--- config.mk ---
export PLATFORM = sky130hd
export DESIGN_NAME = grass_sway_scheduler_flat
export DESIGN_NICKNAME = d
export VERILOG_FILES = /design/src/rtl/grass_pkg.sv /design/src/rtl/grass_sway_scheduler_if.sv /design/src/rtl/grass_layer_step.sv /design/src/rtl/grass_sway_scheduler.sv /design/src/flat_wrapper.sv
export SDC_FILE = /design/constraint.sdc
export NUM_CORES = 1
export LEC_CHECK = 0
export BUFFER_PORTS_ARGS = -buffer_cell sky130_fd_sc_hd__buf_2
export CORE_MARGIN = 2
export CORE_UTILIZATION = 50
export DETAILED_ROUTE_END_ITERATION = 16
export GPL_ROUTABILITY_DRIVEN = 1
export PLACE_DENSITY = 0.68
export SYNTH_ARGS = -nofsm -noshare
export SYNTH_HDL_FRONTEND = slang
export SYNTH_SLANG_ARGS = --single-unit
--- constraint.sdc ---
create_clock -name clk -period 6.45 [get_ports clk]
set_input_delay 0.645 -clock clk [delete_from_list [all_inputs] [get_ports clk]]
set_output_delay 0.645 -clock clk [all_outputs]
set_load 0.02 [all_outputs]
--- src/rtl/grass_pkg.sv ---
// Shared defaults, FSM state encoding and per-layer config record for the grass sway scheduler.
package grass_pkg;
   localparam int DEF_NUM_LAYERS = 4;
   localparam int DEF_OFS_W      = 6;
   localparam int DEF_DIV_W      = 4;
   localparam int DEF_AMP_RST    = 31;
   localparam int LAYER_W        = 2;

   typedef enum logic [1:0] {IDLE, COMMIT, UPD, PUBLISH} state_e;

   typedef struct packed {
      logic [DEF_OFS_W-1:0] amp;
      logic [DEF_DIV_W-1:0] div;
      logic                 en;
   } layer_cfg_t;
endpackage

--- src/rtl/grass_sway_scheduler_if.sv ---
// Per-layer configuration write channel (valid/ready) into the sway scheduler.
interface grass_sway_scheduler_if;
   import grass_pkg::*;

   logic                 cfg_valid;
   logic                 cfg_ready;
   logic [LAYER_W-1:0]   cfg_layer;
   logic [DEF_OFS_W-1:0] cfg_amp;
   logic [DEF_DIV_W-1:0] cfg_div;
   logic                 cfg_en;

   modport master (output cfg_valid, cfg_layer, cfg_amp, cfg_div, cfg_en, input cfg_ready);
   modport slave  (input cfg_valid, cfg_layer, cfg_amp, cfg_div, cfg_en, output cfg_ready);
endinterface

--- src/rtl/grass_layer_step.sv ---
// Combinational next state of one blade layer for a single frame: divider count and ping-pong step.
module grass_layer_step
   import grass_pkg::*;
(
   input  logic [DEF_OFS_W-1:0] offset_i,
   input  logic                 dir_i,
   input  logic [DEF_DIV_W-1:0] div_cnt_i,
   input  layer_cfg_t           cfg_i,
   input  logic                 skip_i,
   output logic [DEF_OFS_W-1:0] offset_o,
   output logic                 dir_o,
   output logic [DEF_DIV_W-1:0] div_cnt_o
);

   always_comb begin
      offset_o  = offset_i;
      dir_o     = dir_i;
      div_cnt_o = div_cnt_i;
      if (!skip_i && cfg_i.en) begin
         if (div_cnt_i != cfg_i.div) begin
            div_cnt_o = div_cnt_i + 1'b1;
         end else begin
            div_cnt_o = '0;
            // Turning points reverse and move in one frame; amp==0 pins the offset at zero.
            if (dir_i) begin
               if (offset_i < cfg_i.amp) begin
                  offset_o = offset_i + 1'b1;
               end else begin
                  dir_o = 1'b0;
                  if (offset_i != '0) offset_o = offset_i - 1'b1;
               end
            end else begin
               if (offset_i != '0) begin
                  offset_o = offset_i - 1'b1;
               end else begin
                  dir_o = 1'b1;
                  if (cfg_i.amp != '0) offset_o = offset_i + 1'b1;
               end
            end
         end
      end
   end

endmodule

--- src/rtl/grass_sway_scheduler.sv ---
// Frame-synchronous sway sequencer: on each vsync rising edge it commits staged config,
// steps every layer in turn and publishes offsets/dirs/scroll as tear-free shadow registers.
module grass_sway_scheduler
   import grass_pkg::*;
#(
   parameter int NUM_LAYERS = DEF_NUM_LAYERS,
   parameter int OFS_W      = DEF_OFS_W,
   parameter int DIV_W      = DEF_DIV_W,
   parameter int AMP_RST    = DEF_AMP_RST
) (
   input  logic                        clk,
   input  logic                        rst_n,
   input  logic                        vsync,
   input  logic                        pause,
   grass_sway_scheduler_if.slave       cfg,
   output logic                        frame_tick,
   output logic [NUM_LAYERS*OFS_W-1:0] offset,
   output logic [NUM_LAYERS-1:0]       dir,
   output logic [9:0]                  scroll
);

   localparam int IDX_W = $clog2(NUM_LAYERS);
   localparam logic [IDX_W-1:0] LAST_IDX = IDX_W'(NUM_LAYERS - 1);

   state_e                 state_q, state_d;
   logic                   vsync_q, frame_tick_q, pause_f_q;
   logic [IDX_W-1:0]       idx_q;
   logic [9:0]             scroll_q;
   logic [NUM_LAYERS-1:0]  pend_q, dir_q, pub_dir_q;
   logic [OFS_W-1:0]       off_q     [NUM_LAYERS];
   logic [OFS_W-1:0]       pub_off_q [NUM_LAYERS];
   logic [DIV_W-1:0]       cnt_q     [NUM_LAYERS];
   layer_cfg_t             cfg_q     [NUM_LAYERS];
   layer_cfg_t             stage_q   [NUM_LAYERS];

   logic             vs_edge, accept;
   logic [OFS_W-1:0] step_off;
   logic             step_dir;
   logic [DIV_W-1:0] step_cnt;

   assign vs_edge       = vsync & ~vsync_q;
   assign cfg.cfg_ready = (state_q == IDLE);
   assign accept        = cfg.cfg_valid & cfg.cfg_ready;

   always_ff @(posedge clk or negedge rst_n) begin
      if (!rst_n) state_q <= IDLE;
      else        state_q <= state_d;
   end

   always_comb begin
      state_d = state_q;
      case (state_q)
         IDLE:    if (vs_edge) state_d = COMMIT;
         COMMIT:  state_d = UPD;
         UPD:     if (idx_q == LAST_IDX) state_d = PUBLISH;
         PUBLISH: state_d = IDLE;
         default: state_d = IDLE;
      endcase
   end

   // One shared stepper, steered to the layer currently being swept.
   grass_layer_step u_step (
      .offset_i  (off_q[idx_q]),
      .dir_i     (dir_q[idx_q]),
      .div_cnt_i (cnt_q[idx_q]),
      .cfg_i     (cfg_q[idx_q]),
      .skip_i    (pause_f_q),
      .offset_o  (step_off),
      .dir_o     (step_dir),
      .div_cnt_o (step_cnt)
   );

   always_ff @(posedge clk or negedge rst_n) begin
      if (!rst_n) begin
         vsync_q      <= 1'b0;
         frame_tick_q <= 1'b0;
         pause_f_q    <= 1'b0;
         idx_q        <= '0;
         scroll_q     <= '0;
         pend_q       <= '0;
         dir_q        <= '1;
         pub_dir_q    <= '1;
         for (int i = 0; i < NUM_LAYERS; i++) begin
            off_q[i]     <= '0;
            pub_off_q[i] <= '0;
            cnt_q[i]     <= '0;
            cfg_q[i]     <= '{amp: DEF_OFS_W'(AMP_RST), div: '0, en: 1'b1};
            stage_q[i]   <= '{amp: DEF_OFS_W'(AMP_RST), div: '0, en: 1'b1};
         end
      end else begin
         vsync_q      <= vsync;
         frame_tick_q <= (state_q == IDLE) && vs_edge;
         if (accept) begin
            stage_q[cfg.cfg_layer] <= '{amp: cfg.cfg_amp, div: cfg.cfg_div, en: cfg.cfg_en};
            pend_q[cfg.cfg_layer]  <= 1'b1;
         end
         case (state_q)
            COMMIT: begin
               for (int i = 0; i < NUM_LAYERS; i++) begin
                  if (pend_q[i]) begin
                     cfg_q[i] <= stage_q[i];
                     cnt_q[i] <= '0;
                     if (off_q[i] > stage_q[i].amp) begin
                        off_q[i] <= stage_q[i].amp;
                        dir_q[i] <= 1'b0;
                     end
                  end
               end
               pend_q    <= '0;
               pause_f_q <= pause;
               idx_q     <= '0;
            end
            UPD: begin
               off_q[idx_q] <= step_off;
               dir_q[idx_q] <= step_dir;
               cnt_q[idx_q] <= step_cnt;
               idx_q        <= idx_q + 1'b1;
            end
            PUBLISH: begin
               pub_off_q <= off_q;
               pub_dir_q <= dir_q;
               if (!pause_f_q) scroll_q <= scroll_q + 10'd1;
            end
            default: ;
         endcase
      end
   end

   assign frame_tick = frame_tick_q;
   assign dir        = pub_dir_q;
   assign scroll     = scroll_q;

   for (genvar g = 0; g < NUM_LAYERS; g++) begin : g_pub
      assign offset[g*OFS_W +: OFS_W] = pub_off_q[g];
   end

endmodule
--- src/flat_wrapper.sv ---
// flat-port wrapper written by rule: the top's interface ports become plain ports
module grass_sway_scheduler_flat import grass_pkg::*;
#(
   parameter int NUM_LAYERS = DEF_NUM_LAYERS,
   parameter int OFS_W      = DEF_OFS_W,
   parameter int DIV_W      = DEF_DIV_W,
   parameter int AMP_RST    = DEF_AMP_RST
)
  (clk, rst_n, vsync, pause, frame_tick, offset, dir, scroll, cfg_cfg_valid, cfg_cfg_layer, cfg_cfg_amp, cfg_cfg_div, cfg_cfg_en, cfg_cfg_ready);
  grass_sway_scheduler_if cfg_i ();
  input  logic clk;
  input  logic rst_n;
  input  logic vsync;
  input  logic pause;
  output logic frame_tick;
  output logic [NUM_LAYERS*OFS_W-1:0] offset;
  output logic [NUM_LAYERS-1:0] dir;
  output logic [9:0] scroll;
  input wire logic [$bits(cfg_i.cfg_valid)-1:0] cfg_cfg_valid;
  input wire logic [$bits(cfg_i.cfg_layer)-1:0] cfg_cfg_layer;
  input wire logic [$bits(cfg_i.cfg_amp)-1:0] cfg_cfg_amp;
  input wire logic [$bits(cfg_i.cfg_div)-1:0] cfg_cfg_div;
  input wire logic [$bits(cfg_i.cfg_en)-1:0] cfg_cfg_en;
  output wire logic [$bits(cfg_i.cfg_ready)-1:0] cfg_cfg_ready;
  assign cfg_i.cfg_valid = cfg_cfg_valid;
  assign cfg_i.cfg_layer = cfg_cfg_layer;
  assign cfg_i.cfg_amp = cfg_cfg_amp;
  assign cfg_i.cfg_div = cfg_cfg_div;
  assign cfg_i.cfg_en = cfg_cfg_en;
  assign cfg_cfg_ready = cfg_i.cfg_ready;
  grass_sway_scheduler #(.NUM_LAYERS(NUM_LAYERS), .OFS_W(OFS_W), .DIV_W(DIV_W), .AMP_RST(AMP_RST)) u_core (.clk(clk), .rst_n(rst_n), .vsync(vsync), .pause(pause), .cfg(cfg_i), .frame_tick(frame_tick), .offset(offset), .dir(dir), .scroll(scroll));
endmodule
* Word-level counts from Yosys, hierarchy flattened
Cells that the tools add are included.
** Word-level totals
- Bits in registers :: 181
- Output and inout bits :: 40
- Logic and storage cells :: 182
** Operators by class
- Add/subtract/negate cells :: 5
- $lt $le $gt $ge :: 13
- Equality and inequality tests :: 15
- Mux-type cells :: 68
- Bitwise gates (word level) :: 7
- Reductions and logical operators :: 26
** Operator list (number)
- two-way mux 6 bit :: 18
- one-hot mux 24 bit (2 select lines) :: 1
- bitwise mux 44 bit :: 1
- two-way mux 4 bit :: 11
- two-way mux 11 bit :: 3
- one-hot mux 16 bit (2 select lines) :: 1
- bitwise mux 24 bit :: 1
- > comparator 6 bit :: 4
- binary-select mux 11 bit (select 2 bit) :: 1
- demux 11 bit (select 2 bit) :: 1
- AND reduction 2 bit :: 10
- inequality test 2 x 1 -> 1 bit (second input constant) :: 9
- bitwise mux 16 bit :: 1
- two-way mux 1 bit :: 16
- binary-select mux 6 bit (select 2 bit) :: 1
- demux 6 bit (select 2 bit) :: 1
- AND reduction 3 bit :: 4
- nonzero test 6 bit :: 2
- adder 10 x 1 -> 10 bit (second input constant) :: 1
- binary-select mux 4 bit (select 2 bit) :: 1
- demux 4 bit (select 2 bit) :: 1
- one-hot mux 2 bit (4 select lines) :: 1
- one-hot mux 4 bit (2 select lines) :: 1
- adder 6 x 1 -> 6 bit (second input constant) :: 1
- other kinds (25) :: 42

* Logic depth before layout (Yosys ltp)
Gate-level depths: netlist of the first run.
- Word-level depth :: 12
- Depth in mapped cells :: 13
- Mapped depth without buffers :: 11

* By module
A second synthesis of the first run with hierarchy kept.
** Unflattened totals
- Cell total of the unflattened synthesis :: 996
- Area, all modules :: 10527.6 sq um
** Modules (own cells, without submodules)
- grass_sway_scheduler :: times used 1, cells each 896, area each 9862.0 sq um, seq. area each 4599.4 sq um
- grass_layer_step :: times used 1, cells each 100, area each 665.6 sq um, seq. area each 0.0 sq um

* Worst setup path before layout of the first run
No wires, ideal clock.
- Path type :: register to register
- Start point :: register u_core.idx_q[1]
- End point :: register u_core.off_q[10] (netlist bit)
- Library setup time :: 0.126 ns
- Data arrival time :: 3.443 ns
- Data required time :: 6.324 ns
- Slack :: 2.881 ns
- Stages on the path, launching flop included :: 14
- Buffers on the path :: 3
- Period minus slack after synthesis :: 3.569 ns
- Cells stage by stage :: dfrtp_1 > buf_4 > buf_4 > clkbuf_1 > mux4_2 > inv_1 > ha_1 > a21o_1 > a221o_1 > a211oi_4 > nor2_1 > and4b_1 > a221o_1 > a221o_1
** On the way
- Word-level cells in the longest chain between the ends :: 12
- Elaborated cells on any way between the ends :: 33
- Classes of those cells :: 2 x add/sub; 3 x order compare; 1 x eq/ne; 22 x mux; 1 x bitwise; 4 x reduce/logical
** Ends and longest elaborated chain
- start, declared :: line grass_sway_scheduler.sv:27 : logic [IDX_W-1:0] idx_q;
- start signal, assigned :: line grass_sway_scheduler.sv:117 : idx_q <= idx_q + 1'b1;
- inverter 2 -> 3 bit (not written as such)
- binary-select mux 6 bit (select 2 bit) / binary-select mux 11 bit (select 2 bit) (equally long branches) :: line grass_sway_scheduler.sv:63, grass_sway_scheduler.sv:66
- two-way mux 6 bit (not written as such) / two-way mux 11 bit (equally long branches) (2 in series) :: line grass_sway_scheduler.sv:63, grass_sway_scheduler.sv:66
- adder 6 x 1 -> 6 bit, or another cell as far along :: line grass_layer_step.sv:27, grass_layer_step.sv:37
- two-way mux 6 bit (on tied branches) :: line grass_layer_step.sv:37, grass_layer_step.sv:30
- two-way mux 6 bit (on tied branches) :: line grass_layer_step.sv:33, grass_layer_step.sv:26
- two-way mux 6 bit :: line grass_layer_step.sv:25 : if (dir_i) begin
- two-way mux 6 bit :: line grass_layer_step.sv:20 : if (div_cnt_i != cfg_i.div) begin
- two-way mux 6 bit :: line grass_layer_step.sv:19 : if (!skip_i && cfg_i.en) begin
- bitwise mux 24 bit * :: line grass_sway_scheduler.sv:114 : off_q[idx_q] <= step_off;
- one-hot mux 24 bit (2 select lines) * :: line grass_sway_scheduler.sv:97 : case (state_q)
- end signal, assigned by index :: line grass_sway_scheduler.sv:104 : off_q[i] <= stage_q[i].amp;
- end signal, assigned by index :: line grass_sway_scheduler.sv:114
- end, declared :: line grass_sway_scheduler.sv:30 : logic [OFS_W-1:0] off_q [NUM_LAYERS];
Every way passes the cells marked *; elsewhere a longest branch is shown, timed or not. The select of a mux whose other input is x is not followed.
A chain may end at the register's enable or synchronous reset.

* Worst setup path after layout of the first run
- Start point :: register u_core.idx_q[0]
- End point :: register u_core.off_q[19] (netlist bit)
Same word-level chain as after synthesis.

==> results of run 1 <==
-- cell families (layout without fill, tap and decap cells) --
kind of cell               after synthesis  after routing  synth area share [%]
muxes                                  117            117                  16.0
and+or+nand+nor                        192            192                  9.59
buffers and inverters                  100            154                  4.38
AOI/OAI and AO/OA                      217            217                  15.2
DFF                                    181            181                  47.8
xor gates and xnor gates                16             16                  1.46
adders and majority gates               42             42                  5.46
-- synthesized netlist by cell type (4+ instances only) --
| master | n | area share [%] |
|---|---|---|
| inv_1 | 57 | 2.2 |
| o22ai_1 | 10 | 0.65 |
| nand3_1 | 9 | 0.47 |
| o211ai_1 | 20 | 1.6 |
| nor2b_1 | 14 | 0.91 |
| nand4_1 | 8 | 0.52 |
| nand2_1 | 85 | 3.3 |
| nor2_1 | 25 | 0.98 |
| o21ai_0 | 61 | 3.2 |
| nor3_1 | 5 | 0.26 |
| mux2_2 | 93 | 11 |
| mux2i_1 | 4 | 0.42 |
| o21a_1 | 9 | 0.70 |
| a21oi_1 | 31 | 1.6 |
| a31oi_1 | 20 | 1.3 |
| dfrtp_1 | 125 | 33 |
| and3_1 | 10 | 0.65 |
| o31ai_1 | 5 | 0.39 |
| a21o_1 | 11 | 0.86 |
| dfstp_2 | 56 | 15 |
| and2_1 | 19 | 1.2 |
| buf_1 | 9 | 0.35 |
| mux4_2 | 19 | 4.4 |
| a221o_1 | 11 | 1.1 |
| clkbuf_1 | 27 | 1.1 |
| o221ai_1 | 20 | 1.8 |
| xnor2_1 | 13 | 1.2 |
| ha_1 | 42 | 5.5 |
| nand2b_1 | 6 | 0.39 |
-- metrics by stage --
| step | setup WS (ns) | power [mW] | utilization [%] | hold slack (ns) | instances |
|---|---|---|---|---|---|
| 2_1_floorplan | 2.88 | 3.97 | - | 0.349 | 865 |
| 3_3_place_gp | 1.98 | 4.75 | 53.6 | 0.458 | 1121 |
| 3_5_place_dp | 1.98 | 4.80 | 53.6 | 0.462 | 1121 |
| 4_1_cts | 1.93 | 5.87 | 56.8 | 0.190 | 1153 |
| 5_1_grt | 1.63 | 6.28 | 56.8 | 0.205 | 1153 |
| 6_report | 1.95 | 5.89 | 56.8 | 0.161 | 1153 |
-- power groups by stage --
stage	Combinational (mW)	Clock [mW]	Sequential, mW
4_1_cts	2.73	1.07	2.07
2_1_floorplan	1.96	0	2.01
3_3_place_gp	2.67	0	2.08
6_report	2.76	1.05	2.08
3_5_place_dp	2.71	0	2.09
5_1_grt	3.03	1.12	2.13
-- sequential cells by signal, indices dropped and copies added, names as in the netlist, 2 cells and up --
signal and cells:
u_core.off_q 24, u_core.stage_q 44, u_core.state_q 2, u_core.offset 24, u_core.scroll 10, u_core.cnt_q 16, u_core.idx_q 2, u_core.dir 4
u_core.dir_q 4, u_core.pend_q 4, u_core.cfg_q 44
-- path summary, 6_finish.rpt --
path / end / startpoint / slack (ns)
setup / recovery: u_core.off_q[19] / u_core.idx_q[0] / 1.95
hold / removal: u_core.stage_q[1] / rst_n / 0.16
setup reg to reg: u_core.off_q[19] / u_core.idx_q[0] / 1.95
hold reg to reg: u_core.scroll[9] / u_core.scroll[9] / 0.47
max in group asynchronous: u_core.off_q[18] / rst_n / 5.03
min in group clk: u_core.vsync_q / vsync / 0.32
-- worst register-to-register path: cells and delay by family, from the launching register on --
kind	cells	cell delay (ns)
AND/OR/NAND/NOR	1	0.06
buffers and inverters	2	0.49
multiplexers	1	0.55
flip-flops	1	0.93
AO/OA/AOI/OAI	6	2.07
adder cells (fa/ha/maj)	1	0.23
-- layout make-up --
cell class / instances / area (sq um)
Timing Repair Buffer: 64 / 344
Multi-Input combinational cell: 584 / 4610
Fill cell: 1597 / 8100
Sequential cell: 181 / 4600
Clock buffer: 17 / 425
Inverter: 58 / 218
Tap cell: 234 / 293
Clock inverter: 15 / 180
-- per-layer routing --
| metal | GRT usage (%) | wire, um |
|---|---|---|
| met4 | 8.86 | 752 |
| met5 | 0 | 0 |
| met3 | 6.20 | 1870 |
| met1 | 36.7 | 11000 |
| met2 | 40.3 | 11400 |
==> impl_metrics.csv, run 1 <==
group,metric,value,unit
sta,timing.fmax,222,MHz
synth,syn_area_per_cell,11.1,sq um
synth,synth-edff-count,0,
floorplan,core,18800,sq um
clock_network,path_clk_slew,0.08,ns
worst_setup_path,worstRegToRegCells,11,
sta,finalCritPeriodShare,69.8,%
synth,ys_types,56,
floorplan,die_width,143,um
clock_network,numCtsBuffers,17,
pwr,share_seq_of_total_power,35.3,%
place,gp_congestion,0.927,
global_route,grt_max_degree,68,
place,place_area,10100,sq um
synth,syn-cell-area,9620,sq um
worst_setup_path,crit_fanout,15,
global_route,grt_pass1_vias,7025,
clock_network,postCtsSetupBuffers,0,
worst_setup_path,worst-path-buf-inv,2,
clock_network,holdBufCountCts,0,
synth,async_flop_share,100,%
synth,seq_area_frac_synth,47.8,%
sta,final.setup.tns,0,ns
worst_setup_path,cpMaxStageDelayCell,"dfrtp_1",
pwr,max-vdd-ir-drop,0.267,mV
detailed_routing,drt-pass1-iter-count,5,
synth,ys_ff_latch,181,
synth,netlist_instances,865,
place,dp_hpwl,18000,um
worst_setup_path,crit_required,6.72,ns
finish,final_common_cell,"dfrtp_1",
sta,hold_viol_final,0,
sta,grt_setup_unrepaired,"false",
global_route,grt_pass1_wl,40100,um
worst_setup_path,cp_cell_sequence,"buf_4 > mux4_2 > inv_1 > ha_1 > a21o_1 > a221o_1 > a211oi_4 > a31o_2 > nor2_1 > a311oi_1 > o221ai_1",
job,maxCapViolCount,0,
detailed_routing,routed-via-count,7128,
clock_network,cts-root-buf,"clkbuf_16",
place,port_buffers,57,
clock_network,cts.htree.levels,4,
worst_setup_path,path_depth,11,
clock_network,clock_path_buffers,2,
worst_setup_path,critPathLaunchType,"register",
sta,slew_headroom,38.6,%
detailed_routing,routed_wl,25100,um
floorplan,dieArea,20400,sq um
sta,setup_viol,0,
worst_hold_path,hp-class,"input port to asynchronous set/reset pin",
floorplan,die_h,143,um
finish,area_growth_syn_to_layout,10.9,%
worst_setup_path,worst-endpoint-arrival,4.78,ns
pwr,power.internal,3.33,mW
clock_network,cts-resized-gates,0,
floorplan,io_pins,58,
synth,synth_warnings,0,
clock_network,clock_latency,0.44,ns
finish,layout_common_cells,"dfrtp_1 (125), mux2_2 (93), nand2_1 (85)",
pwr,switching_power,2.57,mW
global_route,track_usage,26.2,%
global_route,grt.overflow.total,0,
worst_setup_path,worstSetupEndpointType,"register",
worst_setup_path,criticalPathCategory,"register to register",
pwr,swShare,43.5,%
pwr,p_leak,4.58,nW
pwr,powerDensity,553,nW/um^2
outcome,status,"finished clean",
worst_setup_path,critPathMaxStageDelay,0.93,ns
sta,finalCriticalPeriod,4.50,ns
detailed_routing,wl_per_cell,21.8,um
detailed_routing,drt-initial-drc-count,657,
sta,slew_violations,0,
detailed_routing,ant_nets,0,
synth,mappedNetlistNets,925,
finish,final_cell_area,10700,sq um
finish,nNetsFinal,966,
floorplan,start_util,51.2,%
clock_network,cts_sinks,181,
sta,clock_skew,0.0119,ns
pwr,p_clk_share,17.8,%
sta,worst_slew_pin_slew,0.920,ns
clock_network,cts_tree,"built",
worst_setup_path,cp_top_family,"compound AO/OA/AOI/OAI gates",
pwr,pwr-share-comb,46.9,%
detailed_routing,drc,0,
floorplan,rows,50,
finish,drive_gt1_share,29.4,%
detailed_routing,vias_per_cell,6.18,
finish,diodes,0,
synth,ys_dominant_reg_cell,"dfrtp_1",
global_route,antenna_found_initial,0,
No activity file was read; power rests on OpenSTA's default activity.
==> run 2: changes to the inputs <==
PLACE_DENSITY = 0.7   (was 0.68)
clock period = 3.9 ns   (was 6.45 ns; I/O delays follow)
==> impl_metrics.csv, run 2 (synthesis results as in run 1) <==
group,metric,value,unit
clock_network,clock_path_buffers,2,
detailed_routing,vias_per_cell,6.26,
finish,layout_common_cells,"dfrtp_1 (125), mux2_2 (93), nand2_1 (85)",
detailed_routing,drt-initial-drc-count,769,
pwr,share_seq_of_total_power,34.9,%
sta,timing.fmax,280,MHz
sta,grt_setup_unrepaired,"false",
floorplan,start_util,51.2,%
floorplan,die_width,143,um
pwr,p_leak,4.61,nW
clock_network,cts_sinks,181,
worst_setup_path,worstRegToRegCells,11,
global_route,grt_pass1_vias,7034,
worst_setup_path,cp_common_cell,"a221o_1",
global_route,busiest_layer,"met2",
floorplan,core,18800,sq um
worst_setup_path,critPathMaxStageDelay,0.67,ns
worst_setup_path,worstSetupEndpointType,"register",
sta,clock_skew,0.0122,ns
global_route,grt_use_met1,36.5,%
global_route,grtUsageMet3,5.40,%
global_route,track_usage,25.8,%
global_route,grt.overflow.total,0,
worst_setup_path,cpMaxStageDelayCell,"mux4_2",
detailed_routing,routed-via-count,7288,
sta,finalCritPeriodShare,91.7,%
sta,final.setup.tns,0,ns
clock_network,cts_tree,"built",
detailed_routing,drc,0,
detailed_routing,wl_per_cell,21.6,um
pwr,switching_power,4.23,mW
pwr,powerDensity,914,nW/um^2
sta,worst_slew_pin_slew,0.950,ns
pwr,pwr-share-comb,48.4,%
clock_network,cts-root-buf,"clkbuf_16",
clock_network,numCtsBuffers,17,
sta,slew_violations,0,
sta,hold_viol_final,0,
global_route,antenna_found_initial,0,
finish,nNetsFinal,978,
global_route,grt_max_degree,100,
worst_setup_path,worst-path-buf-inv,2,
place,port_buffers,57,
worst_setup_path,cp_cell_sequence,"buf_12 > mux4_2 > ha_1 > a21o_1 > a221o_1 > a211oi_4 > buf_4 > nor2_1 > o21a_1 > a221o_1 > a221o_1",
finish,drive_gt1_share,30.1,%
global_route,grt_pass1_wl,39700,um
place,place_area,10200,sq um
outcome,status,"finished clean",
sta,slew_headroom,36.7,%
detailed_routing,routed_wl,25200,um
worst_setup_path,worst-endpoint-arrival,3.89,ns
pwr,p_total,9.78,mW
worst_setup_path,path_depth,11,
clock_network,cts.htree.levels,4,
place,gp_congestion,1.01,
pwr,max-vdd-ir-drop,0.401,mV
floorplan,die_h,143,um
worst_setup_path,cp_top_family,"compound AO/OA/AOI/OAI gates",
finish,area_growth_syn_to_layout,11.3,%
worst_setup_path,crit_required,4.21,ns
finish,diodes,0,
finish,final_cell_area,10700,sq um
clock_network,clock_latency,0.44,ns
pwr,p_clk_share,16.7,%
detailed_routing,ant_nets,0,
job,maxCapViolCount,0,
sta,finalCriticalPeriod,3.58,ns
finish,final_common_cell,"dfrtp_1",
clock_network,postCtsSetupBuffers,0,
place,dp_hpwl,18000,um
sta,setup_viol,0,
worst_setup_path,crit_fanout,27,
floorplan,io_pins,58,
worst_setup_path,criticalPathCategory,"register to register",
pwr,power.internal,5.55,mW
pwr,swShare,43.2,%
global_route,met2_usage,39.4,%
finish,reg_top3,"u_core.cfg_q: 44 flops, u_core.stage_q: 44 flops",
worst_setup_path,critPathLaunchType,"register",
clock_network,path_clk_slew,0.08,ns
finish,finish.utilization,57.1,%
clock_network,cts-resized-gates,0,
clock_network,holdBufCountCts,0,
worst_hold_path,hp-class,"input port to asynchronous set/reset pin",
floorplan,dieArea,20400,sq um
floorplan,rows,50,
detailed_routing,drt-pass1-iter-count,5,
run 2: cell types whose count changed in the layout (fill, tap and decap cells not counted):
cell | before | now
buf_12 | 0 | 1
buf_4 | 7 | 18
clkbuf_1 | 0 | 2
clkinv_4 | 2 | 3
clkinv_8 | 5 | 0
clkinvlp_4 | 0 | 2
inv_12 | 1 | 0
inv_8 | 3 | 4
nor3_2 | 0 | 1
nor3_4 | 1 | 0
run 2: final cells by class:
class / count / area [sq um]
clock inverters: 13 / 118
flip-flops and latches: 181 / 4600
fillers: 1591 / 8060
clock buffers: 19 / 433
inverters: 58 / 218
multi-input cells: 584 / 4600
repair buffers: 76 / 447
well taps: 234 / 293
run 2: power by group through the flow:
| stage | Clock [mW] | Combinational [mW] | Sequential, mW |
|---|---|---|---|
| finish | 1.64 | 4.74 | 3.41 |
| global route | 1.74 | 5.14 | 3.49 |
| CTS | 1.66 | 4.65 | 3.39 |
| detailed placement | 0 | 4.61 | 3.42 |
| global placement | 0 | 4.52 | 3.40 |
| floorplan | 0 | 3.24 | 3.32 |
run 2: final timing paths:
| check | slack [ns] | endpoint | startpoint |
|---|---|---|---|
| max in group asynchronous | 2.91 | u_core.cfg_q[0] | rst_n |
| worst min-delay path | 0.003 | u_core.cfg_q[2] | rst_n |
| min in group clk | 0.07 | u_core.vsync_q | vsync |
| worst max-delay path | 0.32 | u_core.off_q[22] | u_core.idx_q[0] |
| worst max register to register | 0.32 | u_core.off_q[22] | u_core.idx_q[0] |
| worst min register to register | 0.48 | u_core.cfg_q[39] | u_core.cfg_q[39] |
run 2: stage by stage:
stage | setup slack [ns] | std cells | hold WS [ns]
after floorplan | 0.331 | 865 | 0.0944
after global placement | 0.442 | 1133 | 0.457
after detailed placement | 0.340 | 1133 | 0.462
after CTS | 0.329 | 1165 | 0.0625
after global routing | 0.200 | 1165 | 0.0726
final | 0.325 | 1165 | 0.00295
run 2: metal layers:
| metal | routed length (um) | vias to the layer above |
|---|---|---|
| met5 | 0 | - |
| met4 | 699 | 0 |
| met3 | 1920 | 50 |
| li1 | - | 3266 |
| met2 | 11600 | 328 |
| met1 | 11000 | 3644 |
==> run 3: changes to the inputs <==
BUFFER_PORTS_ARGS = default   (was -buffer_cell sky130_fd_sc_hd__buf_2)
DONT_BUFFER_PORTS = 1   (was default)
PLACE_DENSITY = 0.68   (was 0.7)
SYNTH_HIERARCHICAL = 1   (was default)
==> impl_metrics.csv, run 3 <==
group,metric,value,unit
outcome,status,"finished, violations left",
outcome,violations,"hold timing",
place,port_buffers,0,
worst_setup_path,critPathMaxStageDelay,0.58,ns
sta,timing.fmax,263,MHz
sta,finalCritPeriodShare,97.4,%
global_route,grt_pass1_vias,7736,
synth,synth-edff-count,0,
worst_setup_path,crit_fanout,16,
sta,setup_viol,0,
floorplan,io_pins,58,
detailed_routing,ant_nets,0,
global_route,grt_pass1_wl,43100,um
global_route,track_usage,25.0,%
worst_setup_path,cp_cell_sequence,"buf_12 > mux4_2 > ha_1 > a21oi_1 > o21ai_0 > a41oi_2 > a21oi_2 > buf_4 > nor4b_1 > a211o_2 > nand3_1 > a2111oi_0 > a221oi_1 > nand3_1",
place,dp_hpwl,18600,um
detailed_routing,vias_per_cell,6.38,
finish,nNetsFinal,1037,
synth,async_flop_share,100,%
sta,slew_violations,0,
synth,synth_warnings,6,
worst_setup_path,cpMaxStageDelayCell,"a2111oi_0",
job,maxCapViolCount,0,
worst_setup_path,r2r_start,"u_core/idx_q[0]",
floorplan,die_width,149,um
synth,yosysTopAreaCell,"dfrtp_1",
worst_setup_path,worstSetupEndpointType,"register",
synth,ys_ff_latch,181,
worst_setup_path,critPathLaunchType,"register",
finish,area_growth_syn_to_layout,9.12,%
detailed_routing,routed_wl,27200,um
floorplan,start_util,50.6,%
worst_setup_path,criticalPathCategory,"register to register",
place,dp.cells,1229,
worst_setup_path,timing.reg2reg.setup_slack,0.10,ns
finish,drive_gt1_share,24.8,%
place,gp_congestion,0.956,
global_route,grt_max_degree,182,
sta,hold_viol_final,181,
synth,yosysTopAreaCellShare,29.7,%
clock_network,holdBufCountCts,1,
place,place_area,10800,sq um
detailed_routing,drc,0,
synth,ys_types,56,
clock_network,clock_latency,0.44,ns
synth,mappedNetlistNets,1056,
worst_setup_path,r2r-end,"u_core/off_q[17]",
sta,finalCriticalPeriod,3.80,ns
sta,worst_slew_pin_slew,1.12,ns
clock_network,clock_path_buffers,2,
worst_setup_path,worst-endpoint-arrival,4.17,ns
sta,slew_headroom,25.2,%
sta,clock_skew,0.0110,ns
detailed_routing,drt-initial-drc-count,772,
finish,layoutNonFillerInstCount,1265,
worst_setup_path,critPathLaunch,"u_core/idx_q[0]",
clock_network,cts_tree,"built",
synth,syn-cell-area,10500,sq um
worst_setup_path,crit_required,4.27,ns
floorplan,dieArea,22200,sq um
finish,final_common_cell,"dfrtp_1",
global_route,antenna_found_initial,0,
finish,diodes,0,
floorplan,rows,53,
synth,synth_common_cells,"dfrtp_1 (125), nand2_1 (87), mux2_2 (81)",
finish,reg_top3,"u_core/cfg_q: 44 flops, u_core/stage_q: 44 flops",
clock_network,cts.htree.levels,4,
finish,final_cell_area,11500,sq um
global_route,grt.overflow.total,0,
synth,ys_dominant_reg_cell,"dfrtp_1",
clock_network,cts-root-buf,"clkbuf_16",
detailed_routing,drt-pass1-iter-count,6,
sta,final.setup.tns,0,ns
worst_setup_path,cp_common_cell,"nand3_1",
detailed_routing,routed-via-count,8075,
pwr,p_leak,4.72,nW
synth,netlist_instances,996,
finish,layout_common_cells,"dfrtp_1 (125), nand2_1 (86), mux2_2 (81)",
worst_setup_path,endpoint,"u_core/off_q[17]",
clock_network,numCtsBuffers,17,
clock_network,cts_sinks,181,
worst_hold_path,hp-class,"input port to asynchronous set/reset pin",
floorplan,die_h,149,um
sta,timing.hold.ws,-0.361,ns
worst_setup_path,worstRegToRegCells,14,
synth,seq_area_frac_synth,43.7,%
synth,synth.most_common_cell,"dfrtp_1",
clock_network,path_clk_slew,0.08,ns
detailed_routing,wl_per_cell,21.5,um
synth,syn_area_per_cell,10.6,sq um
finish,n_fill_cell,1777,
synth,yosys-top-cells-area,"dfrtp_1 (30%), dfstp_2 (14%), mux2_2 (8.7%)",
pwr,max-vdd-ir-drop,0.420,mV
pwr,powerDensity,946,nW/um^2
finish,finish.utilization,55.2,%
floorplan,core,20800,sq um
run 3: cell count changes after synthesis, sizes merged, moves of 18 or more:
cell and delta:
nand4 +33, o211ai -20, a2111oi +18, a211o +25, a221oi +21, nand3 +51, buf +20, o221ai -20
a311o +27, nand2b +20, a31oi -18
run 3: worst min path at each step:
stage | startpoint | to | cells past startpoint
5_1_grt | rst_n | u_core/scroll[2] | 0
3_3_place_gp | rst_n | u_core/scroll[0] | 0
3_5_place_dp | rst_n | u_core/scroll[2] | 0
6_report | rst_n | u_core/scroll[2] | 0
4_1_cts | rst_n | u_core/scroll[2] | 0
2_1_floorplan | rst_n | u_core/cfg_q[10] | 0
run 3: metrics by stage:
step | hold WS (ns) | setup slack (ns) | power, mW
CTS | -0.375 | 0.0633 | 10.7
finish | -0.361 | 0.101 | 10.9
detailed placement | 0.102 | 0.0962 | 8.86
floorplan | 0.0944 | 0.140 | 7.38
global route | -0.381 | -0.00847 | 11.6
global placement | 0.103 | 0.133 | 8.73
run 3: layout make-up:
type                       instances  area [sq um]  area share, %
multi-input combinational        699          5490           47.8
sequential                       181          4600           40.0
clock buffer                      17           425           3.70
tap                              275           344           3.00
timing repair buffer              28           241           2.10
clock inverter                    15           196           1.71
inverter                          50           188           1.63
run 3: per-layer routing:
metal	vias up	part of all wire [%]	global-route usage, %
met4	0	3.1	10.0
met2	306	45	38.0
met5	-	0	0
li1	3691	-	-
met3	53	7.7	6.76
met1	4025	44	34.2
run 3: report_power, final:
part	switching [mW]	internal [mW]	leakage, nW
Combinational	3.20	2.23	2.25
Clock	0.886	0.880	0.300
Sequential	0.860	2.82	2.16
run 3: cells by family (layout without fill, tap and decap cells):
family	count (synthesis)	count (layout)	share of synthesized area, %
and+or+nand+nor	310	310	15.3
AOI/OAI and AO/OA	215	215	15.1
DFF	181	181	43.7
muxes	116	116	14.7
buffers and inverters	116	110	4.90
adders and majority gates	42	42	4.99
xor gates and xnor gates	16	16	1.33
run 3: critical path, delay by kind of cell, from the launching register on:
kind / cells / cell delay, ns
AOI/OAI and AO/OA: 7 / 1.56
muxes: 1 / 0.53
and+or+nand+nor: 3 / 0.52
DFF: 1 / 0.41
buffers and inverters: 2 / 0.36
adders and majority gates: 1 / 0.34
run 3: timing repair:
action | CTS | global route
hold endpoints to repair | 182 | 181
gates resized for setup | 0 | 26
setup buffers | 0 | 3
endpoints found under the setup margin | 0 | 24
